**config.mk**
```make
export PLATFORM = sky130hd
export DESIGN_NAME = cic_dec_ctrl
export DESIGN_NICKNAME = d
export VERILOG_FILES = /design/src/rtl/cic_dec_ctrl.sv
export SDC_FILE = /design/constraint.sdc
export NUM_CORES = 1
export LEC_CHECK = 0
export ABC_AREA = 1
export ABC_CLOCK_PERIOD_IN_PS = 2100
export BUFFER_PORTS_ARGS = -buffer_cell sky130_fd_sc_hd__buf_2
export CORE_AREA = 3 3 79 81
export DETAILED_ROUTE_END_ITERATION = 10
export DIE_AREA = 0 0 82 84
export PLACE_DENSITY = 0.82
export SLEW_MARGIN = 0
export SYNTH_ARGS = -nofsm -noshare
export SYNTH_HDL_FRONTEND = slang
export SYNTH_SLANG_ARGS = --single-unit
```
**constraint.sdc**
```tcl
create_clock -name clk -period 2.1 [get_ports clk]
set_input_delay 0.315 -clock clk [delete_from_list [all_inputs] [get_ports clk]]
set_output_delay 0.315 -clock clk [all_outputs]
set_load 0.005 [all_outputs]
```
**src/rtl/cic_dec_ctrl.sv**
```systemverilog
// cic_dec_ctrl: sequencing controller for a CIC decimator datapath.
//
// Gates the integrator chain, counts accepted input samples to produce the
// rate-R decimation strobe that clocks the comb chain, hides the comb-chain
// start-up transient behind a warm-up phase, and presents decimated outputs
// through a valid/ready handshake. Run-time rate changes are deferred to a
// decimation boundary and followed by a fresh warm-up.
//
// Ports:
//   clk        in   rising-edge clock
//   rstn       in   synchronous active-low reset
//   en         in   filter enable; low forces IDLE and flushes in-flight work
//   cfg_rate   in   requested decimation rate R (0 is illegal)
//   cfg_load   in   1-cycle request to load cfg_rate
//   in_valid   in   input sample present this cycle
//   out_ready  in   downstream accepts the current output
//   integ_en   out  integrator enable (combinational: in_valid & not IDLE)
//   dec_strobe out  comb-chain enable / downsampler capture pulse
//   out_valid  out  comb-chain output valid
//   state      out  0=IDLE, 1=WARMUP, 2=RUN
//   rate_q     out  active decimation rate
//   cfg_err    out  pulse: cfg_load with cfg_rate==0 was rejected
//   drop_cnt   out  saturating count of outputs lost to backpressure

module cic_dec_ctrl #(
    parameter int unsigned RATE_W    = 8,
    parameter int unsigned R_DEFAULT = 4,
    parameter int unsigned N_STAGES  = 4,
    parameter int unsigned N_DELAYS  = 1,
    parameter int unsigned CNT_W     = 16
) (
    input  logic              clk,
    input  logic              rstn,
    input  logic              en,
    input  logic [RATE_W-1:0] cfg_rate,
    input  logic              cfg_load,
    input  logic              in_valid,
    input  logic              out_ready,
    output logic              integ_en,
    output logic              dec_strobe,
    output logic              out_valid,
    output logic [1:0]        state,
    output logic [RATE_W-1:0] rate_q,
    output logic              cfg_err,
    output logic [CNT_W-1:0]  drop_cnt
);

    // Strobes needed to flush the comb-chain start-up transient.
    localparam int unsigned WARM   = N_STAGES * N_DELAYS;
    localparam int unsigned WARM_W = $clog2(WARM + 1);
    // Token taps between the injecting strobe and the last comb stage.
    localparam int unsigned TOK_W  = (N_STAGES > 1) ? (N_STAGES - 1) : 1;

    typedef enum logic [1:0] {
        S_IDLE   = 2'd0,
        S_WARMUP = 2'd1,
        S_RUN    = 2'd2
    } state_t;

    state_t              state_q, state_d;
    logic [RATE_W-1:0]   phase_q, phase_d;
    logic [RATE_W-1:0]   rate_d;
    logic [RATE_W-1:0]   pend_rate_q, pend_rate_d;
    logic                pend_q, pend_d;
    logic                rewarm_q, rewarm_d;
    logic [WARM_W-1:0]   warm_q, warm_d;
    logic [TOK_W-1:0]    tok_q, tok_d;
    logic                strobe_d;
    logic                valid_d;
    logic                err_d;
    logic [CNT_W-1:0]    drop_d;

    logic                wrap_c;
    logic                inject_c;
    logic                arrive_c;
    logic                cfg_ok_c;

    assign state    = state_q;
    assign integ_en = in_valid & (state_q != S_IDLE);

    // Last sample of a decimation period is being accepted this cycle.
    assign wrap_c   = integ_en & (phase_q == (rate_q - RATE_W'(1)));
    // Only strobes seen in RUN carry a settled comb output.
    assign inject_c = dec_strobe & (state_q == S_RUN);
    assign cfg_ok_c = cfg_load & (cfg_rate != '0);

    // Token reaching the last comb stage; registered into out_valid so the
    // output appears N_STAGES cycles after its strobe.
    generate
        if (N_STAGES > 1) begin : g_pipe
            assign arrive_c = tok_q[TOK_W-1];
        end else begin : g_nopipe
            assign arrive_c = inject_c;
        end
    endgenerate

    // Next-state and next-output logic.
    always_comb begin
        state_d     = state_q;
        phase_d     = phase_q;
        rate_d      = rate_q;
        pend_d      = pend_q;
        pend_rate_d = pend_rate_q;
        rewarm_d    = 1'b0;
        warm_d      = warm_q;
        tok_d       = TOK_W'({tok_q, inject_c});
        strobe_d    = wrap_c;
        valid_d     = out_valid;
        err_d       = cfg_load & (cfg_rate == '0);
        drop_d      = drop_cnt;

        // Phase counter over accepted samples.
        if (integ_en) begin
            phase_d = wrap_c ? '0 : (phase_q + RATE_W'(1));
        end

        // Output handshake; a token landing on a stalled output is lost.
        if (arrive_c) begin
            if (out_valid && !out_ready && (drop_cnt != '1)) begin
                drop_d = drop_cnt + CNT_W'(1);
            end
            valid_d = 1'b1;
        end else if (out_valid && out_ready) begin
            valid_d = 1'b0;
        end

        // Sequencing.
        case (state_q)
            S_IDLE: begin
                if (en) begin
                    state_d = S_WARMUP;
                    phase_d = '0;
                    warm_d  = '0;
                end
            end
            S_WARMUP: begin
                if (dec_strobe) begin
                    warm_d = warm_q + WARM_W'(1);
                    if (warm_q == WARM_W'(WARM - 1)) begin
                        state_d = S_RUN;
                    end
                end
            end
            S_RUN: begin
                state_d = S_RUN;
            end
            default: begin
                state_d = S_IDLE;
            end
        endcase

        // The strobe following a rate switch still belonged to the old rate
        // (handled above); warm-up under the new rate starts afterwards.
        if (rewarm_q) begin
            state_d = S_WARMUP;
            warm_d  = '0;
        end

        // Rate loads: immediate in IDLE, otherwise deferred to a wrap.
        if (state_q == S_IDLE) begin
            if (cfg_ok_c) begin
                rate_d = cfg_rate;
            end
        end else begin
            if (wrap_c && pend_q) begin
                rate_d   = pend_rate_q;
                pend_d   = 1'b0;
                phase_d  = '0;
                rewarm_d = 1'b1;
            end
            // A load in the wrap cycle itself waits for the following wrap.
            if (cfg_ok_c) begin
                pend_d      = 1'b1;
                pend_rate_d = cfg_rate;
            end
        end

        // Disable flushes everything in flight; a coincident load is
        // treated as an IDLE load.
        if (!en) begin
            state_d     = S_IDLE;
            phase_d     = '0;
            warm_d      = '0;
            tok_d       = '0;
            valid_d     = 1'b0;
            strobe_d    = 1'b0;
            pend_d      = 1'b0;
            rewarm_d    = 1'b0;
            drop_d      = drop_cnt;
            rate_d      = cfg_ok_c ? cfg_rate : rate_q;
        end
    end

    // State and output registers.
    always_ff @(posedge clk) begin
        if (!rstn) begin
            state_q     <= S_IDLE;
            phase_q     <= '0;
            rate_q      <= RATE_W'(R_DEFAULT);
            pend_q      <= 1'b0;
            pend_rate_q <= '0;
            rewarm_q    <= 1'b0;
            warm_q      <= '0;
            tok_q       <= '0;
            dec_strobe  <= 1'b0;
            out_valid   <= 1'b0;
            cfg_err     <= 1'b0;
            drop_cnt    <= '0;
        end else begin
            state_q     <= state_d;
            phase_q     <= phase_d;
            rate_q      <= rate_d;
            pend_q      <= pend_d;
            pend_rate_q <= pend_rate_d;
            rewarm_q    <= rewarm_d;
            warm_q      <= warm_d;
            tok_q       <= tok_d;
            dec_strobe  <= strobe_d;
            out_valid   <= valid_d;
            cfg_err     <= err_d;
            drop_cnt    <= drop_d;
        end
    end

endmodule
```
==> results of run 1 <==
## cells in the mapped netlist, drive strengths merged
cell,instances,area [µm²]
buf,7,41.3
clkbuf,4,25.0
and3,1,6.26
a22oi,2,15.0
ha,8,100
nor3,12,65.1
or2,2,12.5
xor2,9,78.8
dfxtp,53,1060
nand4,7,43.8
nor3b,2,15.0
o21ai,28,140
nand3,30,173
inv,63,239
a21oi,40,226
a31oi,2,12.5
nor2,44,180
dlymetal6s2s,1,12.5
xnor2,3,26.3
o21a,1,7.51
nor4,3,18.8
nand2,108,415
## sequential cells by signal, summed over array words and instances, names as in the netlist
register	cells
cfg_err	1
dec_strobe	1
drop_cnt	16
out_valid	1
pend_q	1
pend_rate_q	8
phase_q	8
rate_q	8
rewarm_q	1
state	2
tok_q	3
warm_q	3
## critical path: cells and delay by family (launching register included)
family / cells / cell delay, ns
and+or+nand+nor: 7 / 0.70
DFF: 1 / 0.38
AOI/OAI and AO/OA: 2 / 0.26
adders and majority gates: 1 / 0.22
buffers and inverters: 2 / 0.21
## area by class of cell
cell class,count,area share (%)
Sequential cell,53,31.9
Timing Repair Buffer,50,8.41
Tap cell,72,2.70
Clock buffer,5,2.07
Clock inverter,2,1.05
Multi-Input combinational cell,303,46.7
Inverter,63,7.17
## report_power, final
part	total, mW	internal, mW	switching [mW]	leakage, nW
clock network	0.676	0.347	0.329	0.0540
registers	1.06	1.03	0.0309	0.430
logic	0.304	0.117	0.186	0.943
## stage by stage
step / std cells / total power, mW / utilization [%] / cell area, µm² / hold WS, ns
after floorplan: 430 / 1.29 / - / 2920 / 0.394
after global placement: 540 / 1.38 / 57.9 / 3210 / 0.400
after detailed placement: 540 / 1.38 / 57.9 / 3210 / 0.403
after CTS: 547 / 2.05 / 59.8 / 3310 / 0.280
after global routing: 548 / 2.16 / 60.1 / 3330 / 0.272
final: 548 / 2.04 / 60.1 / 3330 / 0.280
## routing by layer
| layer | GRT usage (%) | vias to the layer above | wire, µm |
|---|---|---|---|
| met5 | 0 | - | 0 |
| met4 | 5.14 | 0 | 35 |
| met3 | 4.64 | 4 | 302 |
| met2 | 33.3 | 50 | 3090 |
| met1 | 24.5 | 1260 | 3000 |
| li1 | - | 1470 | - |
## logic make-up after synthesis
| kind of cell | after synthesis | share of synthesized area [%] |
|---|---|---|
| xor+xnor | 12 | 3.61 |
| flops | 53 | 36.4 |
| simple gates | 209 | 31.9 |
| fa+ha+maj | 8 | 3.43 |
| compound gates | 73 | 13.8 |
| buf+inv | 75 | 10.9 |
## worst max-delay path by stage
stage | start | end | slack [ns] | cells past startpoint
6_report | state[1] | rate_q[6] | 0.22 | 12
5_1_grt | state[0] | rate_q[4] | 0.03 | 13
4_1_cts | rate_q[0] | rate_q[7] | 0.12 | 13
3_5_place_dp | rate_q[0] | rate_q[3] | 0.14 | 12
3_3_place_gp | rate_q[0] | rate_q[3] | 0.18 | 12
2_1_floorplan | state[0] | rate_q[4] | 0.28 | 13
## repair_timing
item / in CTS / in global routing
endpoints found under the setup margin: 0 / 8
hold buffers: 0 / 0
endpoints found under the hold margin: 0 / 0
gates resized for setup: 0 / 2
==> results list, run 1 <==
* Result of the run: finished clean
- Worst hold path startpoint: en
- Critical path capture point type: flip-flop
* Reg2Reg Setup Slack: about 0.22 ns
* Routability congestion estimate: 0.911
* Reg-to-reg critical path startpoint: state[1]
- The pre-antenna-repair detailed-routing pass consisted of 4 iterations.
- Signed area change from the synthesized netlist to the final layout: 14.3%
- Cells with a size suffix above 1 make up between 10% and 20% of the layout.
- The analysis attributes to cell leakage a power of 1.43 nW.
* Antenna-violating nets left: 0
- In the final timing run, aggregate negative setup slack is 0 ns.
- WL/cell: ~12 µm
- The number of nets handed over by synthesis was 452.
- During synthesis, Yosys emitted a total of 0 warnings.
- At the worst endpoint, the arrival time is 2.09 ns.
- Initial DRC Count: 149
- Maximum number of buffers from clock root to sink: 2
- The first global-routing pass estimated 11000 µm of wire.
- The worst pin sits at a relative slew slack of 72.6%.
- Effective utilization at floorplan: 52.6%
- The clock reaches the later pin of the worst-skew pair after 0.31 ns.
- Cell mode on critical path: sky130_fd_sc_hd__a21oi_2
- Count of fill cells added during filler insertion: 518
- After clock tree synthesis, the setup repair step added 0 buffers.
* Clock buffer count from CTS: 5
* Remaining routing DRC violations: 0
- Total of max-cap violations: 0
- Clock-pin slew on the worst setup and hold paths: 0.09 ns
- Req. time, crit path: between 2 and 2.5 ns
- The sequential cells in the finished layout cover a total of 1060 µm².
- Quantity of I/O buffers inserted on ports: 43
- Setup slack on the critical path of the routed design comes to approximately 0.22 ns.
* Post-Route Skew: approximately 0.0074 ns
- The floorplan step set the die width to 82 µm.
- Actual slew at the worst max-slew pin: 0.410 ns
- After detailed routing, the number of vias per cell comes to between 5 and 6.
- Entering global routing, the biggest net connects 33 pins.
- Area of combinational cells with multiple inputs: 1560 µm²
* Worst hold stages: 3
* Period Utilization, post-route: between 80% and 90%
- Delay contributed by the slowest stage of the critical path: approximately 0.38 ns
- The tree is rooted in a sky130_fd_sc_hd__clkbuf_8.
- Global-route usage over all layers: 19.7%
* Most common library cell in the layout ignoring fill and taps: sky130_fd_sc_hd__nand2_1
* Max Clk Rate: ~0.53 GHz
* Final antenna diode count: 0
* Endpoint, Worst Hold: state[0]
- Die H: ~84 µm
- The final-report hold violation count is 0.
- The slowest stage of the critical path belongs to the cell sky130_fd_sc_hd__dfxtp_1.
* Instance count of the mapped netlist: 430
- Power spread over the standard cell area amounts to 613 nW/µm².
- The max-slew violation count was 0.
* Clock tree from TritonCTS: yes
- The number of antenna violations at the first check in global routing came to 0.
- The worst setup path is launched from a flip-flop.
* Most frequent cells in the layout: sky130_fd_sc_hd__nand2_1, sky130_fd_sc_hd__inv_1, sky130_fd_sc_hd__dfxtp_1, sky130_fd_sc_hd__buf_2, sky130_fd_sc_hd__nor2_1
* Crit-path cells: inv_1 > ha_1 > inv_4 > nand2_4 > a21oi_2 > nand2_1 > nor2_2 > nand3_2 > nor2_4 > nand3_4 > a21oi_2 > nor2_1
* Number of sinks on the clock net: 53
- CORE AREA: 5540 µm²
- The cell area that synthesis handed to floorplanning was 2920 µm².
- The netlist uses 35 different library cells.
- Number of levels the H-tree was split into: 2
* Hold Path Class: input pin to flip-flop
- The final layout contains 498 nets.
- Across all layers, the routed design uses between 2000 and 3000 vias.
- Post-detail-place hpwl: 4860 µm
- Sequential cells were found to cover a little over a third of the synthesized design area.
* Num ports: 44
* Clock period minus final worst setup slack: 1.88 ns
* Overall overflow remaining after global route: 0
- Die area: between 6000 and 7000 µm²
- Flop and latch count out of synthesis: 53
- End of the worst register-to-register path: rate_q[6]
- IR Drop Worst-Case VDD: 337 µV
- Max FO, Critical Path: 9
- The initialized floorplan defines 27 standard-cell rows.
* Worst Reg-to-Reg Cells: 12
- OpenSTA, run right after detailed placement, puts the worst setup slack at 0.136 ns.
- The worst setup path is of the flip-flop to flip-flop kind.
- The via count of the first global-routing pass was roughly 2500.
- Each instance of the synthesized netlist takes up on average 6.78 µm².
- For this block, the routed nets add up to between 6000 and 7000 µm of wire.
- Setup violations remaining at the end of the flow were counted as 0.
- Setup repair after global routing left no endpoint under its margin.
Power figures use the tool's default switching activity.
==> run 2, diff against run 1 <==
Settings changed: CORE_AREA 3 3 79 81 to 2 2 78 80, DIE_AREA 0 0 82 84 to 0 0 80 82, GPL_TIMING_DRIVEN set to 1, TNS_END_PERCENT set to 1.
==> run 2 against run 1 <==
Net effect: die area fell by 4.8%; global-route usage rose by 1.2 points; hold slack got worse by 0.022 ns; core utilization rose by 0.38 points; critical path depth fell by 2; cell count rose by 1.8%; clock power rose by 19%; final area rose by 4.4%; critical endpoint is now rate_q[3]; combinational power rose by 11%; register-to-register slack got worse by 0.07 ns; largest cell class unchanged; sequential share of layout area fell by 1.2 points.
==> results list, run 2 (synthesis gave the netlist of run 1 again) <==
- Result of the run: finished clean
- Layout cell share with drive strength beyond 1: 19.5%
- Dividing total power by cell area gives a power density of 635 nW/µm².
- The setup path with the least slack is of type flip-flop to flip-flop.
* Leakage power total: 1.48 nW
* Instance area at placement: approximately 3200 µm²
- Flip-flop count of the largest register, all copies and words added: 16
- Data arrives at the worst endpoint at 2.16 ns.
* Endpoint, Worst Hold: state[0]
* Share of the core filled with cells in the final layout: 60.5%
- Maximum number of buffers from clock root to sink: 2
- Traced cell by cell, the critical path runs through inv_2 > ha_4 > nand3_1 > nor2_1 > xor2_1 > nand2_1 > inv_1 > nand3_4 > a21oi_1 > nor2_1.
- The number of antenna violations at the first check in global routing was 0.
* Post-detail-place hpwl: 4890 µm
- Signed area change from the synthesized netlist to the final layout: 19.3%
* Reg2Reg Setup Slack: around 0.14 ns
* Routability congestion estimate: 0.934
- Fin worst setup slack: 0.143 ns
- The number of antenna diodes in the final layout is 0.
- Quantity of I/O buffers inserted on ports: 43
* Standard-cell row count: 28
- In this run the worst path has a maximum fanout of 5.
- The initial utilization of the core area, before any placement, comes to 50.7%.
- IR Drop Worst-Case VDD: 387 µV
* Final std cells w/o fill: 558
* Number of buffer and inverter stages on the critical path: 2
- Fin. Hold Viols: 0
* Total of max-cap violations: 0
- Dominant delay contributor by cell family on the critical path: simple AND/OR/NAND/NOR gates
- Most common library cell in the layout ignoring fill and taps: sky130_fd_sc_hd__nand2_1
- In the final routed layout, each cell accounts on average for 12.4 µm.
- Cell mode on critical path: sky130_fd_sc_hd__nor2_1
- The routed design could run at a clock period as short as 1.96 ns.
- Remaining routing DRC violations: 0
- The startpoint identified for the worst register-to-register timing path is rate_q[0].
- Number of placed instances with taps included: 543
- Clock insertion delay at the later pin of the skew report: 0.31 ns
* Actual slew at the worst max-slew pin: 0.422 ns
* Initial DRC Count: 158
* Pin count of the biggest net entering global routing: 33
* Horizontal die dimension: 80 µm
* Die H: ~82 µm
- Die area: 6560 µm²
* First-pass GRT wire length: 11000 µm
- Summing all non-filler instances in the final layout gives an area of around 3500 µm².
- Slew Viols, Final: 0
- Most frequent cells in the layout: sky130_fd_sc_hd__nand2_1, sky130_fd_sc_hd__inv_1, sky130_fd_sc_hd__dfxtp_1, sky130_fd_sc_hd__buf_2, sky130_fd_sc_hd__nor2_1
* CORE AREA: approximately 5700 µm²
- Clock-pin slew on the worst setup and hold paths: 0.09 ns
- In this design, the stage delay of the slowest critical-path cell is 0.37 ns.
- Critical path capture point type: flip-flop
- Headroom to the max-slew limit: 71.8%
- Layout net count: 504
- Among all stages on the critical path, the largest delay is contributed by sky130_fd_sc_hd__dfxtp_4.
- Total power: 2.21 mW
- Of the available clock period, the critical path in the final layout requires between 90 and 100%.
* Worst Reg-to-Reg Cells: 10
- STA classifies the critical path startpoint as a flip-flop.
- CP Launch Point: rate_q[0]
- 44 I/O pins were placed.
- Number of sinks on the clock net: 53
* Worst hold path startpoint: en
- The worst hold path belongs to the class input pin to flip-flop.
- Clock skew on the completed layout was measured at 0.0111 ns.
- Length of the first detailed-routing pass in iterations: 7
- The routed design has 6920 µm of wire.
- Post-placement worst setup slack: 0.0681 ns
* Req. time, crit path: 2.30 ns
- Vias in the first global route: 2610
* Worst hold stages: 3
- Clock buffer count from CTS: 5
- Via total after detailed routing: 2871
* Clock root buffer: sky130_fd_sc_hd__clkbuf_8
- Max Clk Rate: 0.511 GHz
- Setup violations remaining at the end of the flow were counted as 0.
- Overall overflow remaining after global route: 0
* End of the worst register-to-register path: rate_q[3]
- Clock tree from TritonCTS: yes
* Via density per instance: 5.15
* Antenna-violating nets left: 0
- Global-route usage over all layers: 20.8%
- CTS built an H-tree with a depth of 2.
- drop_cnt holds more flip-flops than any other register.
==> run 2: metal layers <==
| layer | vias up | part of all wire [%] | routed length [µm] | GRT usage (%) |
|---|---|---|---|---|
| li1 | 1486 | - | - | - |
| met1 | 1288 | 43 | 3010 | 25.0 |
| met2 | 86 | 49 | 3420 | 37.0 |
| met3 | 11 | 5.5 | 378 | 4.18 |
| met4 | 0 | 1.6 | 114 | 7.46 |
| met5 | - | 0 | 0 | 0 |
==> run 2: area by class of cell <==
cell class	count	area (µm²)
Clock inverter	3	65.1
Clock buffer	5	68.8
Inverter	63	239
Fill cell	537	2270
Multi-Input combinational cell	305	1620
Sequential cell	53	1070
Tap cell	75	93.8
Timing Repair Buffer	54	323
==> run 2: power by group <==
group          internal (mW)  switching (mW)  leakage [nW]
Sequential              1.03          0.0326         0.431
Clock                  0.474           0.334        0.0681
Combinational          0.130           0.208         0.976
Total                   1.63           0.575          1.48
==> run 2: metrics by stage <==
step,setup TNS (ns),hold slack [ns]
final,0,0.258
after global routing,-0.128,0.276
after CTS,0,0.247
after detailed placement,0,0.403
after global placement,0,0.401
after floorplan,0,0.394
==> run 2: timing repair <==
action	4_1_cts	5_1_grt
resized for setup	0	11
endpoints found under the setup margin	0	17
hold buffers	0	0
setup buffers	0	4
==> run 2: worst max path at each step <==
stage / depth (start not counted) / slack, ns / endpoint
after global placement: 12 / 0.17 / rate_q[3]
after global routing: 12 / -0.05 / rate_q[3]
after floorplan: 13 / 0.28 / rate_q[4]
final: 10 / 0.14 / rate_q[3]
after detailed placement: 12 / 0.07 / rate_q[3]
after CTS: 12 / 0.06 / rate_q[3]
==> run 2: worst min-delay path, cell delays in order <==
cell                      delay (ns)
sky130_fd_sc_hd__buf_2          0.10
sky130_fd_sc_hd__nand3_1        0.07
sky130_fd_sc_hd__inv_1          0.05
